<file path="config.mk">
export PLATFORM = sky130hd
export DESIGN_NAME = uart_tx_arbiter_flat
export DESIGN_NICKNAME = d
export VERILOG_FILES = /design/src/rtl/uart_tx_arbiter_if.sv /design/src/rtl/uart_tx_arbiter.sv /design/src/flat_wrapper.sv
export SDC_FILE = /design/constraint.sdc
export NUM_CORES = 1
export LEC_CHECK = 0
export ABC_CLOCK_PERIOD_IN_PS = 1800
export CAP_MARGIN = 15
export CORE_MARGIN = 2
export CORE_UTILIZATION = 39
export DETAILED_ROUTE_END_ITERATION = 7
export GPL_TIMING_DRIVEN = 0
export MAX_ROUTING_LAYER = met4
export PLACE_DENSITY = 0.75
export SYNTH_ARGS = -nofsm -noshare
export SYNTH_HDL_FRONTEND = slang
export SYNTH_SLANG_ARGS = --single-unit
</file>
<file path="constraint.sdc">
create_clock -name clk -period 1.8 [get_ports clk]
set_input_delay 0.36 -clock clk [delete_from_list [all_inputs] [get_ports clk]]
set_output_delay 0.36 -clock clk [all_outputs]
set_load 0.1 [all_outputs]
</file>
<file path="src/rtl/uart_tx_arbiter_if.sv">
// Producer/TX-core handshake bundle for uart_tx_arbiter.
// master = environment (producers + TX core), slave = the arbiter.
interface uart_tx_arbiter_if #(
  parameter int NUM_REQ = 4
);
  logic [NUM_REQ-1:0]       req;
  logic [NUM_REQ-1:0][7:0]  req_data;
  logic [NUM_REQ-1:0]       ack;
  logic                     tx_start;
  logic [7:0]               tx_data;
  logic                     tx_busy;

  modport master (output req, req_data, tx_busy, input ack, tx_start, tx_data);
  modport slave  (input req, req_data, tx_busy, output ack, tx_start, tx_data);
endinterface

</file>
<file path="src/rtl/uart_tx_arbiter.sv">
// Round-robin scheduler sharing one UART TX core between NUM_REQ byte producers.
// Optional UART_ARB_ID_HEADER_EN: prefix every granted byte with header 8'hA0|grant_id.
module uart_tx_arbiter #(
  parameter int NUM_REQ       = 4,
  parameter int ID_W          = 2,
  parameter int START_TIMEOUT = 15,
  parameter int TO_W          = 4
) (
  input  logic              clk,
  input  logic              rst,
  uart_tx_arbiter_if.slave  bus,
  output logic [ID_W-1:0]   grant_id,
  output logic              busy,
  output logic              timeout_err
);

  typedef enum logic [1:0] {
    IDLE      = 2'd0,
    WAIT_BUSY = 2'd1,
    WAIT_DONE = 2'd2
`ifdef UART_ARB_ID_HEADER_EN
    , HDR_NEXT = 2'd3
`endif
  } state_t;

  state_t               state, state_nxt;
  logic [ID_W-1:0]      last, last_d, grant_d, win;
  logic                 win_vld, grant, to_hit;
  logic [TO_W-1:0]      cnt, cnt_d;
  logic [NUM_REQ-1:0]   ack_q, ack_d;
  logic                 start_q, start_d, to_d;
  logic [7:0]           data_q, data_d;
`ifdef UART_ARB_ID_HEADER_EN
  logic [7:0]           hold, hold_d;
  logic                 hdr_pend, hdr_pend_d;
`endif

  assign bus.ack      = ack_q;
  assign bus.tx_start = start_q;
  assign bus.tx_data  = data_q;
  assign busy         = (state != IDLE);

  // Rotating search: first set req at or after last+1, wrapping.
  always_comb begin : arb
    logic [ID_W-1:0] idx;
    win     = '0;
    win_vld = 1'b0;
    idx     = '0;
    for (int off = 1; off <= NUM_REQ; off++) begin
      idx = ID_W'((int'(last) + off) % NUM_REQ);
      if (!win_vld && bus.req[idx]) begin
        win     = idx;
        win_vld = 1'b1;
      end
    end
  end

  assign grant  = (state == IDLE) && win_vld && !bus.tx_busy;
  assign to_hit = (cnt == TO_W'(START_TIMEOUT));

  // State register
  always_ff @(posedge clk or negedge rst) begin
    if (!rst) state <= IDLE;
    else      state <= state_nxt;
  end

  // Next-state logic
  always_comb begin
    state_nxt = state;
    case (state)
      IDLE:      if (grant) state_nxt = WAIT_BUSY;
      WAIT_BUSY: begin
        if (bus.tx_busy)  state_nxt = WAIT_DONE;
        else if (to_hit)  state_nxt = IDLE;
      end
      WAIT_DONE: begin
`ifdef UART_ARB_ID_HEADER_EN
        if (!bus.tx_busy) state_nxt = hdr_pend ? HDR_NEXT : IDLE;
`else
        if (!bus.tx_busy) state_nxt = IDLE;
`endif
      end
`ifdef UART_ARB_ID_HEADER_EN
      HDR_NEXT:  state_nxt = WAIT_BUSY;
`endif
      default:   state_nxt = IDLE;
    endcase
  end

  // Output / datapath next values; everything leaves the block registered.
  always_comb begin
    ack_d   = '0;
    start_d = 1'b0;
    to_d    = 1'b0;
    data_d  = data_q;
    grant_d = grant_id;
    last_d  = last;
    cnt_d   = cnt;
`ifdef UART_ARB_ID_HEADER_EN
    hold_d     = hold;
    hdr_pend_d = hdr_pend;
`endif
    case (state)
      IDLE: if (grant) begin
        ack_d[win] = 1'b1;
        start_d    = 1'b1;
        grant_d    = win;
        last_d     = win;
        cnt_d      = '0;
`ifdef UART_ARB_ID_HEADER_EN
        data_d     = 8'hA0 | 8'(win);
        hold_d     = bus.req_data[win];
        hdr_pend_d = 1'b1;
`else
        data_d     = bus.req_data[win];
`endif
      end
      WAIT_BUSY: if (!bus.tx_busy) begin
        if (to_hit) begin
          // Byte dropped; pointer keeps its advance so a dead requester can't hog.
          to_d = 1'b1;
`ifdef UART_ARB_ID_HEADER_EN
          hdr_pend_d = 1'b0;
`endif
        end else begin
          cnt_d = cnt + 1'b1;
        end
      end
`ifdef UART_ARB_ID_HEADER_EN
      HDR_NEXT: begin
        data_d     = hold;
        start_d    = 1'b1;
        cnt_d      = '0;
        hdr_pend_d = 1'b0;
      end
`endif
      default: ;
    endcase
  end

  always_ff @(posedge clk or negedge rst) begin
    if (!rst) begin
      ack_q       <= '0;
      start_q     <= 1'b0;
      timeout_err <= 1'b0;
      data_q      <= 8'h00;
      grant_id    <= '0;
      last        <= ID_W'(NUM_REQ - 1);
      cnt         <= '0;
`ifdef UART_ARB_ID_HEADER_EN
      hold        <= 8'h00;
      hdr_pend    <= 1'b0;
`endif
    end else begin
      ack_q       <= ack_d;
      start_q     <= start_d;
      timeout_err <= to_d;
      data_q      <= data_d;
      grant_id    <= grant_d;
      last        <= last_d;
      cnt         <= cnt_d;
`ifdef UART_ARB_ID_HEADER_EN
      hold        <= hold_d;
      hdr_pend    <= hdr_pend_d;
`endif
    end
  end

endmodule

</file>
<file path="src/flat_wrapper.sv">
// flat-port wrapper written by rule: the top's interface ports become plain ports
module uart_tx_arbiter_flat 
#(
  parameter int NUM_REQ       = 4,
  parameter int ID_W          = 2,
  parameter int START_TIMEOUT = 15,
  parameter int TO_W          = 4
)
  (clk, rst, grant_id, busy, timeout_err, bus_req, bus_req_data, bus_tx_busy, bus_ack, bus_tx_start, bus_tx_data);
  uart_tx_arbiter_if #(.NUM_REQ(NUM_REQ)) bus_i ();
  input  logic clk;
  input  logic rst;
  output logic [ID_W-1:0] grant_id;
  output logic busy;
  output logic timeout_err;
  input wire logic [$bits(bus_i.req)-1:0] bus_req;
  input wire logic [$bits(bus_i.req_data)-1:0] bus_req_data;
  input wire logic [$bits(bus_i.tx_busy)-1:0] bus_tx_busy;
  output wire logic [$bits(bus_i.ack)-1:0] bus_ack;
  output wire logic [$bits(bus_i.tx_start)-1:0] bus_tx_start;
  output wire logic [$bits(bus_i.tx_data)-1:0] bus_tx_data;
  assign bus_i.req = bus_req;
  assign bus_i.req_data = bus_req_data;
  assign bus_i.tx_busy = bus_tx_busy;
  assign bus_ack = bus_i.ack;
  assign bus_tx_start = bus_i.tx_start;
  assign bus_tx_data = bus_i.tx_data;
  uart_tx_arbiter #(.NUM_REQ(NUM_REQ), .ID_W(ID_W), .START_TIMEOUT(START_TIMEOUT), .TO_W(TO_W)) u_core (.clk(clk), .rst(rst), .bus(bus_i), .grant_id(grant_id), .busy(busy), .timeout_err(timeout_err));
endmodule
</file>
==> results.toml, run 1 <==
[placed_design]
port_buffers = 55
gp_congestion = 0.909
hpwl_mm = 2.59
place_inst = 237

[floorplan]
dieWidth_um = 64.9
num_rows = 22
die_y_um = 64.9
dieArea_um2 = 4210
core_area_um2 = 3610
pin_count = 56
initial_core_util = 0.401

[final_layout]
layout-drive-gt1-share = 0.360
multi_input_area_um2 = 836
area_delta_synth_final_pct = 58.0
diodes = 0
fillers = 290
seqCellArea_um2 = 603
layout.nets = 244
fin_cells = 251

[synthesis]
synth_compound_area_frac = 0.163
yosysTopAreaCellShare = 0.381
synthArstFlopShare = 1.00
synthAdderAreaFrac = 0.00865
yosys.area_share.simple = 0.196
yosys_warnings = 0
synth_edf_count = 0
synth_top_cell_by_area = "dfrtp_1"
synth.area.top_cells = "dfrtp_1 (38%), o211ai_2 (6.9%), mux2i_1 (6.2%)"
ys_ff_latch = 24
syn_nets = 174
synth_xor_area_frac = 0.0182
synth-main-ff-cell = "dfrtp_1"
syn_area_um2 = 1450
ys_types = 39
synthMuxAreaShare = 0.135
syn_inst = 134
yosysSeqAreaShare = 0.417
synth_top_family_by_area = "simple AND/OR/NAND/NOR gates"
netlist_top_cells_count = "dfrtp_1 (22), nand3_1 (16), nor2_1 (13)"
synth.most_common_cell = "dfrtp_1"
syn_area_per_cell_um2 = 10.8

[sta]
slew_viol_final = 0
slew_headroom = 0.632
skew_ns = 0.00640
worstMarginPinSlew_ns = 0.554
hold_violations = 0
min_period_ns = 1.75
final.period_utilization = 0.975
report.final.setup_viol = 0
max_freq_ghz = 0.570
rsz0062_at_grt = "true"
hold_ws_ns = 0.351

[worst_setup_path]
start_kind = "flop"
end_kind = "flop"
arrival_ns = 1.95
crit_required_ns = 2.00
criticalPathCategory = "reg -> reg"
crit_fanout = 6

[clock_tree]
cts_sinks = 24
clk_pin_slew_ns = 0.09
cts_buffers = 3
cts_tree = "done"
postCtsHoldBufs = 0
cts.path.max_buffers = 2
clkLatencyLatePin_ns = 0.28
htree_num_levels = 1
cts_root_buf = "clkbuf_8"

[global_route]
grt_pass1_wl_mm = 6.02
grt_pass1_vias = 1278
grt-ovfl-total = 0
antenna_found_initial = 0
grt.total_usage = 0.193
grt_max_degree = 25

[job]
drv_cap = 0

[drt]
drc = 0
drt-pass1-iter-count = 4
drtIter0Drc = 51
antenna_left = 0
vias_per_cell = 5.09
dr_total_vias = 1277
wl_mm = 3.70
wl_per_cell_um = 14.7

[power]
vdd_drop_max_mv = 1.46
seqPwrFrac = 0.244
cellPowerDensity_nw_per_um2 = 1520
comb_power_share = 0.647
swShare = 0.516
clkPwrFrac = 0.109
p_int_w = 0.00168
leakage_nw = 0.993
power.switching_w = 0.00180

[min_path]
hp-class = "in -> async"

[outcome]
outcome = "completed"
==> critical path, stage by stage (launching register included) <==
cell and delay, ns:
dfstp_2 0.57, mux2i_1 0.23, o22ai_2 0.13, a21oi_4 0.18
buf_6 0.16, mux2_1 0.34, o211ai_2 0.07
==> placed cells by master, fill, tap and decap left out, drive strengths merged, types with 3 or more instances in the layout <==
cell type and n:
a22o 3, buf 18, clkbuf 9, clkdlybuf4s15 11, clkdlybuf4s50 34, dfrtp 22, dlygate4sd2 3, inv 4
mux2 9, mux2i 9, nand2 11, nand2b 3, nand3 16, nor2 13, nor2b 3, o211ai 8
xor2 3
==> path summary, 6_finish.rpt <==
check / depth (start not counted) / from / slack (ns) / to
hold / removal: 1 / rst / 0.35 / u_core.cnt[1]$_DFFE_PN0P_
min in group clk: 1 / u_core.grant_id[1]$_DFFE_PN0P_ / 0.51 / u_core.grant_id[1]$_DFFE_PN0P_
setup / recovery: 6 / u_core.last[1]$_DFFE_PN1P_ / 0.05 / u_core.bus.tx_data[2]$_DFFE_PN0P_
hold reg to reg: 1 / u_core.grant_id[1]$_DFFE_PN0P_ / 0.51 / u_core.grant_id[1]$_DFFE_PN0P_
setup reg to reg: 6 / u_core.last[1]$_DFFE_PN1P_ / 0.05 / u_core.bus.tx_data[2]$_DFFE_PN0P_
max in group asynchronous: 2 / rst / 0.96 / u_core.last[0]$_DFFE_PN1P_
==> per-layer routing <==
metal | wire length (um) | track usage | up-vias | part of all wire
li1 | - | - | 615 | -
met1 | 1590 | 0.242 | 605 | 0.43
met2 | 1830 | 0.314 | 50 | 0.49
met3 | 209 | 0.0260 | 7 | 0.057
met4 | 70 | 0.0798 | 0 | 0.019
met5 | 0 | - | - | 0
==> per-stage QoR <==
| step | total power [W] | setup TNS [ns] | instance area [um^2] | utilization | worst slack, ns |
|---|---|---|---|---|---|
| 3_3_place_gp | 0.00288 | -7.19 | 2060 | 0.572 | -0.426 |
| 3_5_place_dp | 0.00292 | -7.79 | 2060 | 0.572 | -0.470 |
| 2_1_floorplan | 0.00241 | 0 | 1450 | - | 0.0282 |
| 5_1_grt | 0.00364 | -0.0744 | 2280 | 0.634 | -0.0345 |
| 6_report | 0.00348 | 0 | 2280 | 0.634 | 0.0450 |
| 4_1_cts | 0.00346 | 0 | 2240 | 0.621 | 0.00836 |
==> sequential cells by signal, indices dropped and copies added (netlist names) <==
name                 flops
u_core.bus.ack           4
u_core.bus.tx_data       8
u_core.bus.tx_start      1
u_core.cnt               4
u_core.grant_id          2
u_core.last              2
u_core.state             2
u_core.timeout_err       1
==> cells by family (layout without fill, tap and decap cells) <==
| kind of cell | Yosys count | count (layout) |
|---|---|---|
| buffers and inverters | 11 | 80 |
| and+or+nand+nor | 55 | 55 |
| adders and majority gates | 1 | 1 |
| DFF | 24 | 24 |
| muxes | 18 | 18 |
| xor gates and xnor gates | 3 | 3 |
| AOI/OAI and AO/OA | 22 | 22 |
==> power groups by stage <==
stage                     Sequential (W)  Combinational (W)  Clock [W]
after detailed placement        0.000841            0.00208          0
final                           0.000849            0.00225   0.000380
after floorplan                  0.00170           0.000703          0
after global placement          0.000836            0.00205          0
after global routing            0.000874            0.00235   0.000413
after CTS                       0.000847            0.00222   0.000384
==> area by class of cell <==
| type | count | area share |
|---|---|---|
| timing repair buffer | 67 | 0.288 |
| sequential | 24 | 0.264 |
| clock buffer | 4 | 0.0241 |
| inverter | 4 | 0.00876 |
| buffer | 5 | 0.0235 |
| tap | 48 | 0.0263 |
| multi-input combinational | 99 | 0.366 |
==> repair_timing <==
action	4_1_cts	5_1_grt
gates resized for setup	58	21
pin swaps	1	4
setup endpoints to repair	31	15
buffers inserted	9	2
gates cloned	1	0
endpoints found under the hold margin	0	0
Power figures use the tool's default switching activity.
==> run 2, diff against run 1 <==
- CORE_UTILIZATION: 39 -> 41
- CTS_BUF_LIST: default -> sky130_fd_sc_hd__clkbuf_2 sky130_fd_sc_hd__clkbuf_4 sky130_fd_sc_hd__clkbuf_8
- PLACE_DENSITY: 0.75 -> 0.79
==> run 2 against run 1 <==
Net effect: final area down 0.27%; the flow now finishes with violations (setup timing); utilization is 4.4 points higher; count of clock-buffer cells in the layout did not move; fmax fell by 4.5%; register-to-register slack lost 0.08 ns; global-route usage rose by 0.19 points.
==> results.toml, run 2 (synthesis gave the netlist of run 1 again) <==
[clock_tree]
postCtsHoldBufs = 0
cts_root_buf = "clkbuf_4"
cts_buffers = 3
cts_sinks = 24
cts.path.max_buffers = 2
cts_tree = "done"
clk_pin_slew_ns = 0.14
htree_num_levels = 1
clkLatencyLatePin_ns = 0.32

[sta]
rsz0062_at_grt = "true"
slew_viol_final = 0
min_period_ns = 1.84
max_freq_ghz = 0.544
skew_ns = 0.00160
final.period_utilization = 1.02
worstMarginPinSlew_ns = 0.556
report.final.setup_viol = 8
slew_headroom = 0.631
fin_setup_tns_ns = -0.243
fin_ws_ns = -0.0372
hold_violations = 0

[worst_setup_path]
arrival_ns = 2.10
start_kind = "flop"
r2r-end = "u_core.bus.tx_data[0]$_DFFE_PN0P_"
crit_fanout = 4
r2r-start = "u_core.last[1]$_DFFE_PN1P_"
criticalPathCategory = "reg -> reg"
crit_required_ns = 2.06
end_kind = "flop"
ff2ff_setup_slack_ns = -0.04
rr_worst_depth = 6

[power]
cellPowerDensity_nw_per_um2 = 1480
p_int_w = 0.00161
leakage_nw = 0.982
power.switching_w = 0.00176
seqPwrFrac = 0.249
comb_power_share = 0.663
swShare = 0.523
clkPwrFrac = 0.088
vdd_drop_max_mv = 0.929

[drt]
vias_per_cell = 5.00
wl_met1_mm = 1.57
wl_per_cell_um = 14.5
wl_met3_um = 157
dr_total_vias = 1251
drt-pass1-iter-count = 4
highest_layer = "met4"
drc = 0
wl_mm = 3.63
wl_met2_mm = 1.85
antenna_left = 0
drtIter0Drc = 65

[floorplan]
dieArea_um2 = 4020
dieWidth_um = 63.4
initial_core_util = 0.430
pin_count = 56
die_y_um = 63.4
core_area_um2 = 3360
num_rows = 21

[final_layout]
diodes = 0
fin_util = 0.677
layout.nets = 245
layout-drive-gt1-share = 0.348
largest_register_ffs = 8
area_delta_synth_final_pct = 57.5
mostFrequentLayoutCells = "clkdlybuf4s50_1 (34), dfrtp_1 (22), nand3_1 (16), clkdlybuf4s15_2 (16), nor2_1 (13)"
fillers = 290
final_common_cell = "clkdlybuf4s50_1"

[global_route]
grt_pass1_wl_mm = 5.96
grt-ovfl-total = 0
grt_pass1_vias = 1325
antenna_found_initial = 0
grt.total_usage = 0.195
grt_max_degree = 25

[min_path]
hp-class = "in -> async"

[outcome]
outcome = "complete, but fails checks"
violations = "setup timing"

[placed_design]
gp_congestion = 0.780
hpwl_mm = 2.60
port_buffers = 55

[job]
drv_cap = 0
[run 2: changes by cell type in the layout (fill, tap and decap cells not counted), sizes merged]
cell / before / now
clkbuf: 9 / 4
dlymetal6s2s: 1 / 2
dlygate4sd2: 3 / 2
buf: 18 / 19
clkdlybuf4s15: 11 / 16
[run 2: worst max-delay path, cell delays in order (launching register included)]
cell      delay [ns]
dfstp_2         0.59
mux2i_1         0.24
o22ai_2         0.13
a21oi_4         0.26
buf_6           0.16
mux2_1          0.34
o211ai_2        0.06
[run 2: layout make-up]
cell class / count / area, um^2 / area share
plain buffers: 5 / 53.8 / 0.0236
well taps: 46 / 57.6 / 0.0253
repair buffers: 68 / 711 / 0.312
clock buffers: 4 / 36.3 / 0.0159
flip-flops and latches: 24 / 603 / 0.265
inverters: 4 / 20.0 / 0.00879
multi-input cells: 99 / 797 / 0.350
[run 2: how the worst max path moves through the flow]
stage / start / to / slack (ns) / depth (start not counted)
2_1_floorplan: u_core.last[1]$_DFFE_PN1P_ / u_core.bus.tx_data[4]$_DFFE_PN0P_ / 0.03 / 7
3_3_place_gp: bus_req[1] / u_core.bus.tx_data[3]$_DFFE_PN0P_ / -0.43 / 8
3_5_place_dp: bus_req[1] / u_core.bus.tx_data[7]$_DFFE_PN0P_ / -0.48 / 8
4_1_cts: u_core.last[1]$_DFFE_PN1P_ / u_core.bus.tx_data[4]$_DFFE_PN0P_ / -0.05 / 7
5_1_grt: u_core.last[1]$_DFFE_PN1P_ / u_core.bus.tx_data[5]$_DFFE_PN0P_ / -0.08 / 6
6_report: u_core.last[1]$_DFFE_PN1P_ / u_core.bus.tx_data[0]$_DFFE_PN0P_ / -0.04 / 6
[run 2: power groups by stage]
stage | clock [W] | sequential [W] | combinational (W)
floorplan | 0 | 0.00170 | 0.000703
global placement | 0 | 0.000829 | 0.00204
detailed placement | 0 | 0.000835 | 0.00207
CTS | 0.000303 | 0.000838 | 0.00220
global route | 0.000328 | 0.000863 | 0.00234
finish | 0.000297 | 0.000838 | 0.00224
[run 2: per-layer routing]
| metal | global-route usage | up-vias |
|---|---|---|
| li1 | - | 621 |
| met1 | 0.221 | 590 |
| met2 | 0.346 | 36 |
| met3 | 0.0339 | 4 |
| met4 | 0.0652 | 0 |
| met5 | - | - |
[run 2: per-stage QoR]
stage,hold slack (ns),setup slack (ns),power (W),instances,area [um^2]
floorplan,0.0644,0.0282,0.00241,134,1450
global placement,0.479,-0.428,0.00287,235,2060
detailed placement,0.483,-0.483,0.00291,235,2060
CTS,0.514,-0.0481,0.00334,247,2220
global route,0.266,-0.0840,0.00353,250,2280
finish,0.271,-0.0372,0.00337,250,2280
[run 2: timing repair]
item                       in CTS  in global routing
pin swaps                       3                  3
gates resized for setup        63                 11
buffers inserted                8                  4
setup endpoints to repair      29                 11
gates cloned                    1                  0
==> run 3, diff against run 2 <==
- CORE_MARGIN: 2 -> default
==> run 3 against run 2 <==
Net effect: the run still ends with setup timing left; wire length down 2.0%; clock skew up 0.0042 ns; count of clock-buffer cells in the layout unchanged; non-clock buffer count fell by 5; hold slack improved by 0.069 ns; worst setup slack better by 0.019 ns; utilization shrank 1.6 points; largest cell class unchanged.
==> results.toml, run 3 (synthesis gave the netlist of run 1 again) <==
[worst_setup_path]
r2r-end = "u_core.bus.tx_data[7]$_DFFE_PN0P_"
crit_fanout = 6
crit_cells = 6
start_kind = "flop"
cp_slowest_cell = "dfstp_2"
ff2ff_setup_slack_ns = -0.02
end_kind = "flop"
worstPathBufferInverterCount = 1
crit_required_ns = 2.03
max_stage_delay_ns = 0.60
r2r-start = "u_core.last[1]$_DFFE_PN1P_"
rr_worst_depth = 6
arrival_ns = 2.05
criticalPathCategory = "reg -> reg"
path_cells = "mux2i_2 -> o22ai_2 -> a21oi_4 -> buf_6 -> mux2_2 -> o211ai_2"
crit_family = "flip-flops"

[drt]
drc = 0
wl_per_cell_um = 14.5
antenna_left = 0
drt-pass1-iter-count = 4
dr_total_vias = 1254
wl_mm = 3.56
vias_per_cell = 5.12
drtIter0Drc = 49

[placed_design]
port_buffers = 55
place_inst = 235
gp_congestion = 0.844
dpl_cell_area_um2 = 2060
hpwl_mm = 2.52

[floorplan]
initial_core_util = 0.430
dieArea_um2 = 3770
core_area_um2 = 3360
die_y_um = 61.4
dieWidth_um = 61.4
num_rows = 21
pin_count = 56

[sta]
slew_viol_final = 0
report.final.setup_viol = 1
max_freq_ghz = 0.550
rsz0062_at_grt = "true"
final.period_utilization = 1.01
worstMarginPinSlew_ns = 0.567
fin_ws_ns = -0.0184
hold_violations = 0
min_period_ns = 1.82
skew_ns = 0.00582
slew_headroom = 0.624

[final_layout]
fin_cells = 245
diodes = 0
layout-drive-gt1-share = 0.337
mostFrequentLayoutCells = "clkdlybuf4s50_1 (36), dfrtp_1 (22), nand3_1 (16), clkdlybuf4s15_2 (16), nor2_1 (13)"
final_area_um2 = 2220
layout.nets = 240
largest_register_ffs = 8
area_delta_synth_final_pct = 53.8
final_common_cell = "clkdlybuf4s50_1"
fillers = 298

[power]
seqPwrFrac = 0.256
power.switching_w = 0.00176
swShare = 0.532
cellPowerDensity_nw_per_um2 = 1490
leakage_nw = 0.936
p_int_w = 0.00155
clkPwrFrac = 0.087
comb_power_share = 0.657
vdd_drop_max_mv = 0.998

[global_route]
grt_pass1_wl_mm = 5.53
grt-ovfl-total = 0
grt_pass1_vias = 1237
grt_max_degree = 25
grt.total_usage = 0.207
antenna_found_initial = 0

[clock_tree]
cts_root_buf = "clkbuf_4"
cts.path.max_buffers = 2
cts_tree = "done"
cts_sinks = 24
clkLatencyLatePin_ns = 0.31
htree_num_levels = 1
cts_buffers = 3
clk_pin_slew_ns = 0.14

[outcome]
outcome = "complete, but fails checks"
violations = "setup timing"

[job]
drv_cap = 0

[min_path]
hp-class = "in -> async"
[run 3: final cells by class]
type / count / area, um^2 / share of cell area
buffer: 5 / 53.8 / 0.0242
clock buffer: 4 / 36.3 / 0.0163
inverter: 4 / 20.0 / 0.00900
multi-input combinational: 99 / 797 / 0.358
sequential: 24 / 603 / 0.271
tap: 46 / 57.6 / 0.0259
timing repair buffer: 63 / 657 / 0.295
[run 3: metal layers]
layer	global-route usage	up-vias	routed length (um)
li1	-	609	-
met4	0.0317	0	10
met5	-	-	0
met3	0.0420	2	193
met1	0.256	594	1520
met2	0.359	49	1830
[run 3: power by group through the flow]
stage                     Clock, W  Combinational, W  Sequential [W]
final                     0.000289           0.00218        0.000848
after floorplan                  0          0.000703         0.00170
after detailed placement         0           0.00208        0.000834
after global routing      0.000327           0.00227        0.000872
after global placement           0           0.00204        0.000827
after CTS                 0.000291           0.00219        0.000837
[run 3: worst max path at each step]
| stage | from | end | slack (ns) |
|---|---|---|---|
| floorplan | u_core.last[1]$_DFFE_PN1P_ | u_core.bus.tx_data[4]$_DFFE_PN0P_ | 0.03 |
| global placement | bus_req[1] | u_core.bus.tx_data[3]$_DFFE_PN0P_ | -0.41 |
| detailed placement | bus_req[1] | u_core.bus.tx_data[7]$_DFFE_PN0P_ | -0.45 |
| CTS | u_core.last[1]$_DFFE_PN1P_ | u_core.bus.tx_data[4]$_DFFE_PN0P_ | -0.005 |
| global route | u_core.last[1]$_DFFE_PN1P_ | u_core.bus.tx_data[7]$_DFFE_PN0P_ | -0.04 |
| finish | u_core.last[1]$_DFFE_PN1P_ | u_core.bus.tx_data[7]$_DFFE_PN0P_ | -0.02 |
[run 3: through the flow]
step | util | setup slack, ns | TNS, ns | hold WS (ns) | power [W]
global route | 0.661 | -0.0410 | -0.135 | 0.336 | 0.00347
floorplan | - | 0.0282 | 0 | 0.0644 | 0.00241
CTS | 0.656 | -0.00464 | -0.00596 | 0.514 | 0.00332
global placement | 0.613 | -0.414 | -6.89 | 0.480 | 0.00287
detailed placement | 0.613 | -0.451 | -7.41 | 0.483 | 0.00291
finish | 0.661 | -0.0184 | -0.0184 | 0.340 | 0.00331
[run 3: what timing repair did]
action                     in CTS  in global routing
setup endpoints to repair      28                  9
cloned                          1                  0
setup buffers                   6                  1
hold buffers                    0                  0
pin swaps                       3                  4
gates resized for setup        63                  8
